$ cat src/rtl/wb_arb2_pkg.sv
// Shared definitions for the two-master Wishbone arbiter: FSM state encoding
// and the watchdog counter width.
package wb_arb2_pkg;

  typedef enum logic [1:0] {
    IDLE = 2'b00,
    GNT0 = 2'b01,
    GNT1 = 2'b10
  } state_t;

  localparam int CNT_W = 16;

endpackage

$ cat src/rtl/wb_watchdog.sv
// Bus-timeout watchdog: counts unacknowledged strobe cycles and fires for one
// cycle when the count reaches the configured limit (0 disables it).
module wb_watchdog
  import wb_arb2_pkg::*;
(
  input  logic             clk,
  input  logic             reset,
  input  logic             stb,
  input  logic             ack,
  input  logic             err,
  input  logic [CNT_W-1:0] timeout,
  output logic             fire
);

  logic [CNT_W-1:0] count;

  // A real slave response in the firing cycle takes priority over the timeout.
  assign fire = (timeout != '0) && (count == timeout) && stb && !ack && !err;

  always_ff @(posedge clk or posedge reset) begin
    if (reset) begin
      count <= '0;
    end else if (!stb || ack || err || fire) begin
      count <= '0;
    end else if (count != timeout) begin
      count <= count + CNT_W'(1);
    end
  end

endmodule

$ cat src/rtl/wb_arb2.sv
// Two-master to one-slave Wishbone arbiter: round-robin grant, whole-cycle
// ownership, combinational request/response muxing and a timeout watchdog.
module wb_arb2
  import wb_arb2_pkg::*;
#(
  parameter int adr_width = 32,
  parameter int timeout   = 255
) (
  input  logic                 clk,
  input  logic                 reset,
  input  logic [adr_width-1:0] m0_adr_i,
  input  logic [31:0]          m0_dat_i,
  input  logic [3:0]           m0_sel_i,
  input  logic                 m0_we_i,
  input  logic                 m0_cyc_i,
  input  logic                 m0_stb_i,
  output logic [31:0]          m0_dat_o,
  output logic                 m0_ack_o,
  output logic                 m0_err_o,
  input  logic [adr_width-1:0] m1_adr_i,
  input  logic [31:0]          m1_dat_i,
  input  logic [3:0]           m1_sel_i,
  input  logic                 m1_we_i,
  input  logic                 m1_cyc_i,
  input  logic                 m1_stb_i,
  output logic [31:0]          m1_dat_o,
  output logic                 m1_ack_o,
  output logic                 m1_err_o,
  output logic [adr_width-1:0] s_adr_o,
  output logic [31:0]          s_dat_o,
  output logic [3:0]           s_sel_o,
  output logic                 s_we_o,
  output logic                 s_cyc_o,
  output logic                 s_stb_o,
  input  logic [31:0]          s_dat_i,
  input  logic                 s_ack_i,
  input  logic                 s_err_i,
  output logic [1:0]           gnt_o,
  output logic                 tmo_o
);

  state_t state, state_next;
  logic   last, last_next;
  logic   req_stb;
  logic   fire;

  // last = 1 means m1 was the most recent owner, so m0 wins the next tie.
  always_ff @(posedge clk or posedge reset) begin
    if (reset) begin
      state <= IDLE;
      last  <= 1'b1;
    end else begin
      state <= state_next;
      last  <= last_next;
    end
  end

  always_comb begin
    state_next = state;
    last_next  = last;
    case (state)
      IDLE: begin
        if (m0_cyc_i && m1_cyc_i) state_next = last ? GNT0 : GNT1;
        else if (m0_cyc_i)        state_next = GNT0;
        else if (m1_cyc_i)        state_next = GNT1;
      end
      GNT0: begin
        if (!m0_cyc_i) begin
          last_next  = 1'b0;
          state_next = m1_cyc_i ? GNT1 : IDLE;
        end
      end
      GNT1: begin
        if (!m1_cyc_i) begin
          last_next  = 1'b1;
          state_next = m0_cyc_i ? GNT0 : IDLE;
        end
      end
      default: state_next = IDLE;
    endcase
  end

  assign s_adr_o = (state == GNT1) ? m1_adr_i : m0_adr_i;
  assign s_dat_o = (state == GNT1) ? m1_dat_i : m0_dat_i;
  assign s_sel_o = (state == GNT1) ? m1_sel_i : m0_sel_i;
  assign s_we_o  = (state == GNT1) ? m1_we_i  : m0_we_i;

  assign s_cyc_o = ((state == GNT0) && m0_cyc_i) || ((state == GNT1) && m1_cyc_i);
  assign req_stb = ((state == GNT0) && m0_cyc_i && m0_stb_i) ||
                   ((state == GNT1) && m1_cyc_i && m1_stb_i);
  assign s_stb_o = req_stb && !fire;

  assign m0_dat_o = s_dat_i;
  assign m1_dat_o = s_dat_i;
  assign m0_ack_o = s_ack_i && (state == GNT0);
  assign m1_ack_o = s_ack_i && (state == GNT1);
  assign m0_err_o = (s_err_i || fire) && (state == GNT0);
  assign m1_err_o = (s_err_i || fire) && (state == GNT1);

  assign gnt_o = state;
  assign tmo_o = fire;

  wb_watchdog u_watchdog (
    .clk     (clk),
    .reset   (reset),
    .stb     (req_stb),
    .ack     (s_ack_i),
    .err     (s_err_i),
    .timeout (CNT_W'(timeout)),
    .fire    (fire)
  );

endmodule

$ cat config.mk
export PLATFORM = sky130hd
export DESIGN_NAME = wb_arb2
export DESIGN_NICKNAME = d
export VERILOG_FILES = /design/src/rtl/wb_arb2_pkg.sv /design/src/rtl/wb_watchdog.sv /design/src/rtl/wb_arb2.sv
export SDC_FILE = /design/constraint.sdc
export NUM_CORES = 1
export LEC_CHECK = 0
export BUFFER_PORTS_ARGS = -buffer_cell sky130_fd_sc_hd__buf_2
export CAP_MARGIN = 15
export CORE_AREA = 2 2 124 126
export DETAILED_ROUTE_END_ITERATION = 10
export DIE_AREA = 0 0 126 128
export PLACE_DENSITY_LB_ADDON = 0.2
export SYNTH_ARGS = -nofsm -noshare
export SYNTH_HDL_FRONTEND = slang
export SYNTH_SLANG_ARGS = --single-unit
export TNS_END_PERCENT = 30
$ cat constraint.sdc
create_clock -name clk -period 1.7 [get_ports clk]
set_input_delay 0.255 -clock clk [delete_from_list [all_inputs] [get_ports clk]]
set_output_delay 0.255 -clock clk [all_outputs]
set_load 0.02 [all_outputs]
### Word level (Yosys, flattened, before mapping)

Index checks and enable logic that the tools add are counted.

* input bits: 178
* bits in registers: 19
* word-level logic and storage cells: 57
* output and inout port bits: 142

* muxes and demuxes: 18
* add/subtract/negate cells: 1
* reduce and logical (&&, ||, !) cells: 28
* eq/ne operators: 7

Operator list (count)
* 32-bit two-way mux: 2
* 16-bit two-way mux: 2
* 16-bit by 1-bit adder with 16-bit output, second input constant: 1
* 16-bit by 8-bit equality test with 1-bit output, second input constant: 1
* 16-bit by 8-bit inequality test with 1-bit output, second input constant: 1
* 2-bit two-way mux: 7
* 1-bit logical AND: 13
* 1-bit logical OR: 6
* 2-bit case mux with 3 select lines: 1
* 3-bit AND reduction: 2
* 1-bit zero test: 4
* 1-bit two-way mux: 4
* 4-bit two-way mux: 1
* 2-bit inequality test, second input constant: 2
* 4-bit inequality test, second input constant: 1
* 2-bit nonzero test: 2
* 2-bit by 1-bit equality test with 1-bit output, second input constant: 1
* 2-bit equality test, second input constant: 1
* 2-bit zero test: 1
* 1-bit case mux with 2 select lines: 1

### Depth between registers and ports, before layout

* word-level depth: 9
* gate-level depth with buffers: 5

### By module

From an unflattened synthesis, not the netlist that was laid out.

* cell total of the unflattened synthesis: 294
* area total of the unflattened synthesis: 2925.3 µm²

Modules (own cells, without submodules)
* wb_arb2: area each 1829.3 µm², instances 1, sequential area each 76.3 µm², cells each 173
* wb_watchdog: area each 1096.1 µm², instances 1, sequential area each 400.4 µm², cells each 121

### Least setup slack after synthesis

Ideal clock, no wire load.

* path type: flip-flop to output port
* from: reg u_watchdog.count[0]
* to: out m0_err_o
* path slack: -0.321 ns
* arrival time: 1.766 ns
* cell stages (with the launch flop): 6
* path buffers: 0
* data required time: 1.445 ns
* cell sequence: dfrtp_1 ha_1 nand3_1 nor2_1 nand4_1 a211oi_1

* word-level cells in the longest chain between the ends: 6

Ends and longest elaborated chain
* start, declared: RTL line wb_watchdog.sv:15 `logic [CNT_W-1:0] count;`
* start signal, assigned: RTL line wb_watchdog.sv:26 `count <= count + CNT_W'(1);`
* 16-bit by 8-bit equality test with 1-bit output: RTL line wb_watchdog.sv:18 `assign fire = (timeout != '0) && (count == timeout) && stb && !ack && !err;`
* 1-bit logical AND (3 in a row): RTL line wb_watchdog.sv:18
* 1-bit logical OR: RTL line wb_arb2.sv:97 `assign m0_err_o = (s_err_i || fire) && (state == GNT0);`
* 1-bit logical AND: RTL line wb_arb2.sv:97
* end, declared: RTL line wb_arb2.sv:19 `output logic m0_err_o,`

Every way passes these cells.

### Final worst setup path

* from: reg state[0], in the netlist gnt_o[0]
* to: out m0_err_o

* word-level cells in the longest chain between the ends: 9
* elaborated cells on any way between the ends: 12
* classes of those cells: 2 x eq/ne; 10 x reduce/logical

Ends and longest elaborated chain
* start, declared: RTL line wb_arb2.sv:42 `state_t state, state_next;`
* start signal, assigned: RTL line wb_arb2.sv:53 `state <= state_next;`
* 2-bit by 1-bit equality test with 1-bit output / 2-bit equality test (equally long branches): RTL line wb_arb2.sv:89, wb_arb2.sv:97, wb_arb2.sv:90
* 1-bit logical AND (on tied branches) (2 in a row): RTL line wb_arb2.sv:89, wb_arb2.sv:90
* 1-bit logical OR: RTL line wb_arb2.sv:89 `assign req_stb = ((state == GNT0) && m0_cyc_i && m0_stb_i) ||`
* 1-bit logical AND (3 in a row): RTL line wb_watchdog.sv:18
* 1-bit logical OR: RTL line wb_arb2.sv:97
* 1-bit logical AND (*): RTL line wb_arb2.sv:97

Mark *: on every way between the ends. The rest lies on a longest branch, timed or not.

==> impl_metrics.tcl <==
set metrics [dict create \
    fp.coreArea_um2 14860 \
    rsz0062_at_grt "yes" \
    dieArea_um2 16130 \
    num_vias 2565 \
    place_congestion 0.8786 \
    grt_pass1_wl_mm 16.15 \
    ys.flop_type "dfrtp_1" \
    htreeDepth 1 \
    cp.required_ns 1.44 \
    vias_per_cell 3.983 \
    async_flop_share_pct 100.0 \
    grt_util_met1_pct 15.47 \
    dpl.cell_count 628 \
    overflow 0 \
    antenna_found_initial 0 \
    cp-end-kind "primary output" \
    ys_types 33 \
    grt_start_max_net_pins 17 \
    syn_avg_cell_area_um2 9.387 \
    routed_wl_mm 11.93 \
    slew_viol_final 0 \
    num_rows 45 \
    initial_core_util_pct 15.72 \
    cts_made_buffers 3 \
    p_leak_nw 2.109 \
    postCtsHoldBufs 0 \
    num_antenna_cells 0 \
    drt_iter0_drc 43 \
    syn2layout_area_growth_pct 76.18 \
    path_common_cell "buf_6" \
    port_buffers 223 \
    firstDrtPassIters 4 \
    postLayoutSetupSlackWorst_ns -0.2781 \
    maxCapViolCount 0 \
    final_nets 636 \
    synthTopCellsByArea "mux2_2 (33%), buf_4 (21%), dfrtp_1 (19%)" \
    synthesis.nets 428 \
    finalCritPeriodShare_pct 116.4 \
    worstMarginPinSlew_ns 0.4297 \
    worstPathMaxFanout 4 \
    comb_power_share_pct 68.2 \
    grt_pass1_vias 2604 \
    clock_latency_ns 0.25 \
    fmax_ghz 0.5055 \
    r2r_slack_ns 0.16 \
    power.net_switching_w 0.001229 \
    grt-busiest-layer "met2" \
    hold_class "primary input to asynchronous set/reset pin" \
    slowest_delay_ns 0.44 \
    fin_skew_ns 0.005802 \
    switching_share_pct 39.27 \
    finalSetupTns_ns -15.18 \
    met2_usage_pct 24.16 \
    failed_checks "hold timing, setup timing" \
    ir_drop_mv 0.3237 \
    cts_tree "done" \
    p_clk_share_pct 15.5 \
    synth_warnings 0 \
    postLayoutCoreUtil_pct 27.70 \
    finalCriticalPeriod_ns 1.978 \
    instances_no_fill 644 \
    seqPwrFrac_pct 16.3 \
    ant_nets 0 \
    cts-root-buf "clkbuf_16" \
    relSlewSlack_pct 71.32 \
    die_x_um 126 \
    p_int_w 0.001901 \
    ys_seq_area_share_pct 20.40 \
    wl_per_cell_um 18.52 \
    netlist_area_um2 2337 \
    path_cells "nand4b_1 > a21oi_2 > nand4_1 > buf_6 > a211oi_4 > buf_6" \
    ys_ff_latch 19 \
    met3_usage_pct 4.967 \
    synth_top_area_share_pct 33.24 \
    finalSetupViolations 76 \
    hold_violations 4 \
    critPathSlowestCell "dfrtp_2" \
    arrival_ns 1.72 \
    fin_hold_ws_ns -0.006448 \
    cts_sinks 19 \
    drive_above_1_share_pct 80.26 \
    grt_use_total_pct 13.29 \
    yosysTopAreaCell "mux2_2" \
    ios 320 \
    synth-edff-count 0 \
    outcome "finished with violations" \
    cts.clk_slew.worst_paths_ns 0.06 \
    ctsLongestPathBuffers 2 \
    dieHeight_um 128 \
    drc_errors 0 \
    power.density_nw_per_um2 760.2 \
    crit_path_start_kind "flip-flop" \
    synthCells 249 \
    place_hpwl_mm 10.20 \
    criticalPathCategory "flip-flop to primary output" \
]
[kinds of logic (layout without fill, tap and decap cells)]
family          count (synthesis)  count (layout)  synth area share [%]
xor+xnor                       14              14                 5.246
compound gates                 10              10                 3.641
buf+inv                        80             286                 23.88
mux                            69              69                 33.24
fa+ha+maj                       1               1                0.5352
flops                          19              19                 20.40
simple gates                   56              57                 13.06
[placed cells by master (no fill, tap or decap), types with 3 or more instances in the layout]
| cell | count |
|---|---|
| buf_12 | 3 |
| buf_6 | 42 |
| mux2_2 | 43 |
| inv_1 | 6 |
| clkbuf_16 | 4 |
| buf_2 | 188 |
| nor3_1 | 4 |
| dfrtp_1 | 16 |
| nor4_1 | 3 |
| mux2_4 | 26 |
| xnor2_1 | 13 |
| o21ai_0 | 3 |
| buf_4 | 40 |
| nand4_1 | 3 |
| nor2_1 | 23 |
| nand3_1 | 5 |
| nand2_1 | 5 |
[layout make-up]
type	count	area [um^2]
clock inverter	1	5.005
timing repair buffer	275	1814
tap	188	235.2
clock buffer	3	75.07
fill	1626	10750
sequential	19	479.2
multi-input combinational	151	1479
inverter	7	30.03
[synthesized netlist by cell type (all sizes together), types with 2 or more instances]
master	n
buf	73
o21ai	3
nor4	5
nand2	7
xnor2	13
nor2	24
mux2	69
nand4b	2
nand4	4
dfrtp	18
nor3	4
a21oi	2
nand3	6
inv	7
[power groups by stage]
stage                     clock, W  combinational [W]  sequential, W
after floorplan                  0            0.00118       0.000528
after global routing      0.000538            0.00225       0.000512
after CTS                 0.000500            0.00188       0.000511
after global placement           0            0.00169       0.000516
after detailed placement         0            0.00169       0.000518
final                     0.000485            0.00214       0.000510
[worst max-delay path: cells and delay by family, from the launching register on]
kind,cells,cell delay [ns]
simple gates,2,0.36
compound gates,2,0.39
buf+inv,2,0.30
flops,1,0.44
[final timing paths]
path,cells past startpoint,startpoint,end
worst max-delay path,6,gnt_o[0],m0_err_o
min in group clk,2,m0_cyc_i,gnt_o[0]
worst min-delay path,2,reset,u_watchdog.count[10]
worst max register to register,7,gnt_o[0],u_watchdog.count[12]
worst min register to register,2,last,last
max in group asynchronous,3,reset,u_watchdog.count[9]
[routing by layer]
metal	wire (um)	vias to the layer above
met4	108	0
met2	6050	161
met3	1128	6
met5	0	-
li1	-	1210
met1	4638	1188
[metrics by stage]
stage / power (W) / area (um^2) / setup slack, ns / hold slack [ns]
floorplan: 0.001706 / 2361 / -0.05266 / 0.2053
global placement: 0.002203 / 3521 / -0.1174 / 0.2900
detailed placement: 0.002213 / 3521 / -0.1545 / 0.2842
CTS: 0.002886 / 3777 / -0.2905 / 0.02060
global route: 0.003303 / 4118 / -0.3614 / 0.02837
finish: 0.003130 / 4118 / -0.2781 / -0.006448
[state kept, by name (all words and copies together), names as in the netlist]
name	count
gnt_o	2
u_watchdog.count	16
last	1
[repair_timing]
item	in CTS	in global routing
buffers inserted	4	6
endpoints found under the hold margin	0	0
resized for setup	35	77
endpoints found under the setup margin	73	76
pin swaps	2	2
cloned	1	1
Note: power is estimated with default switching activity, not from simulation.
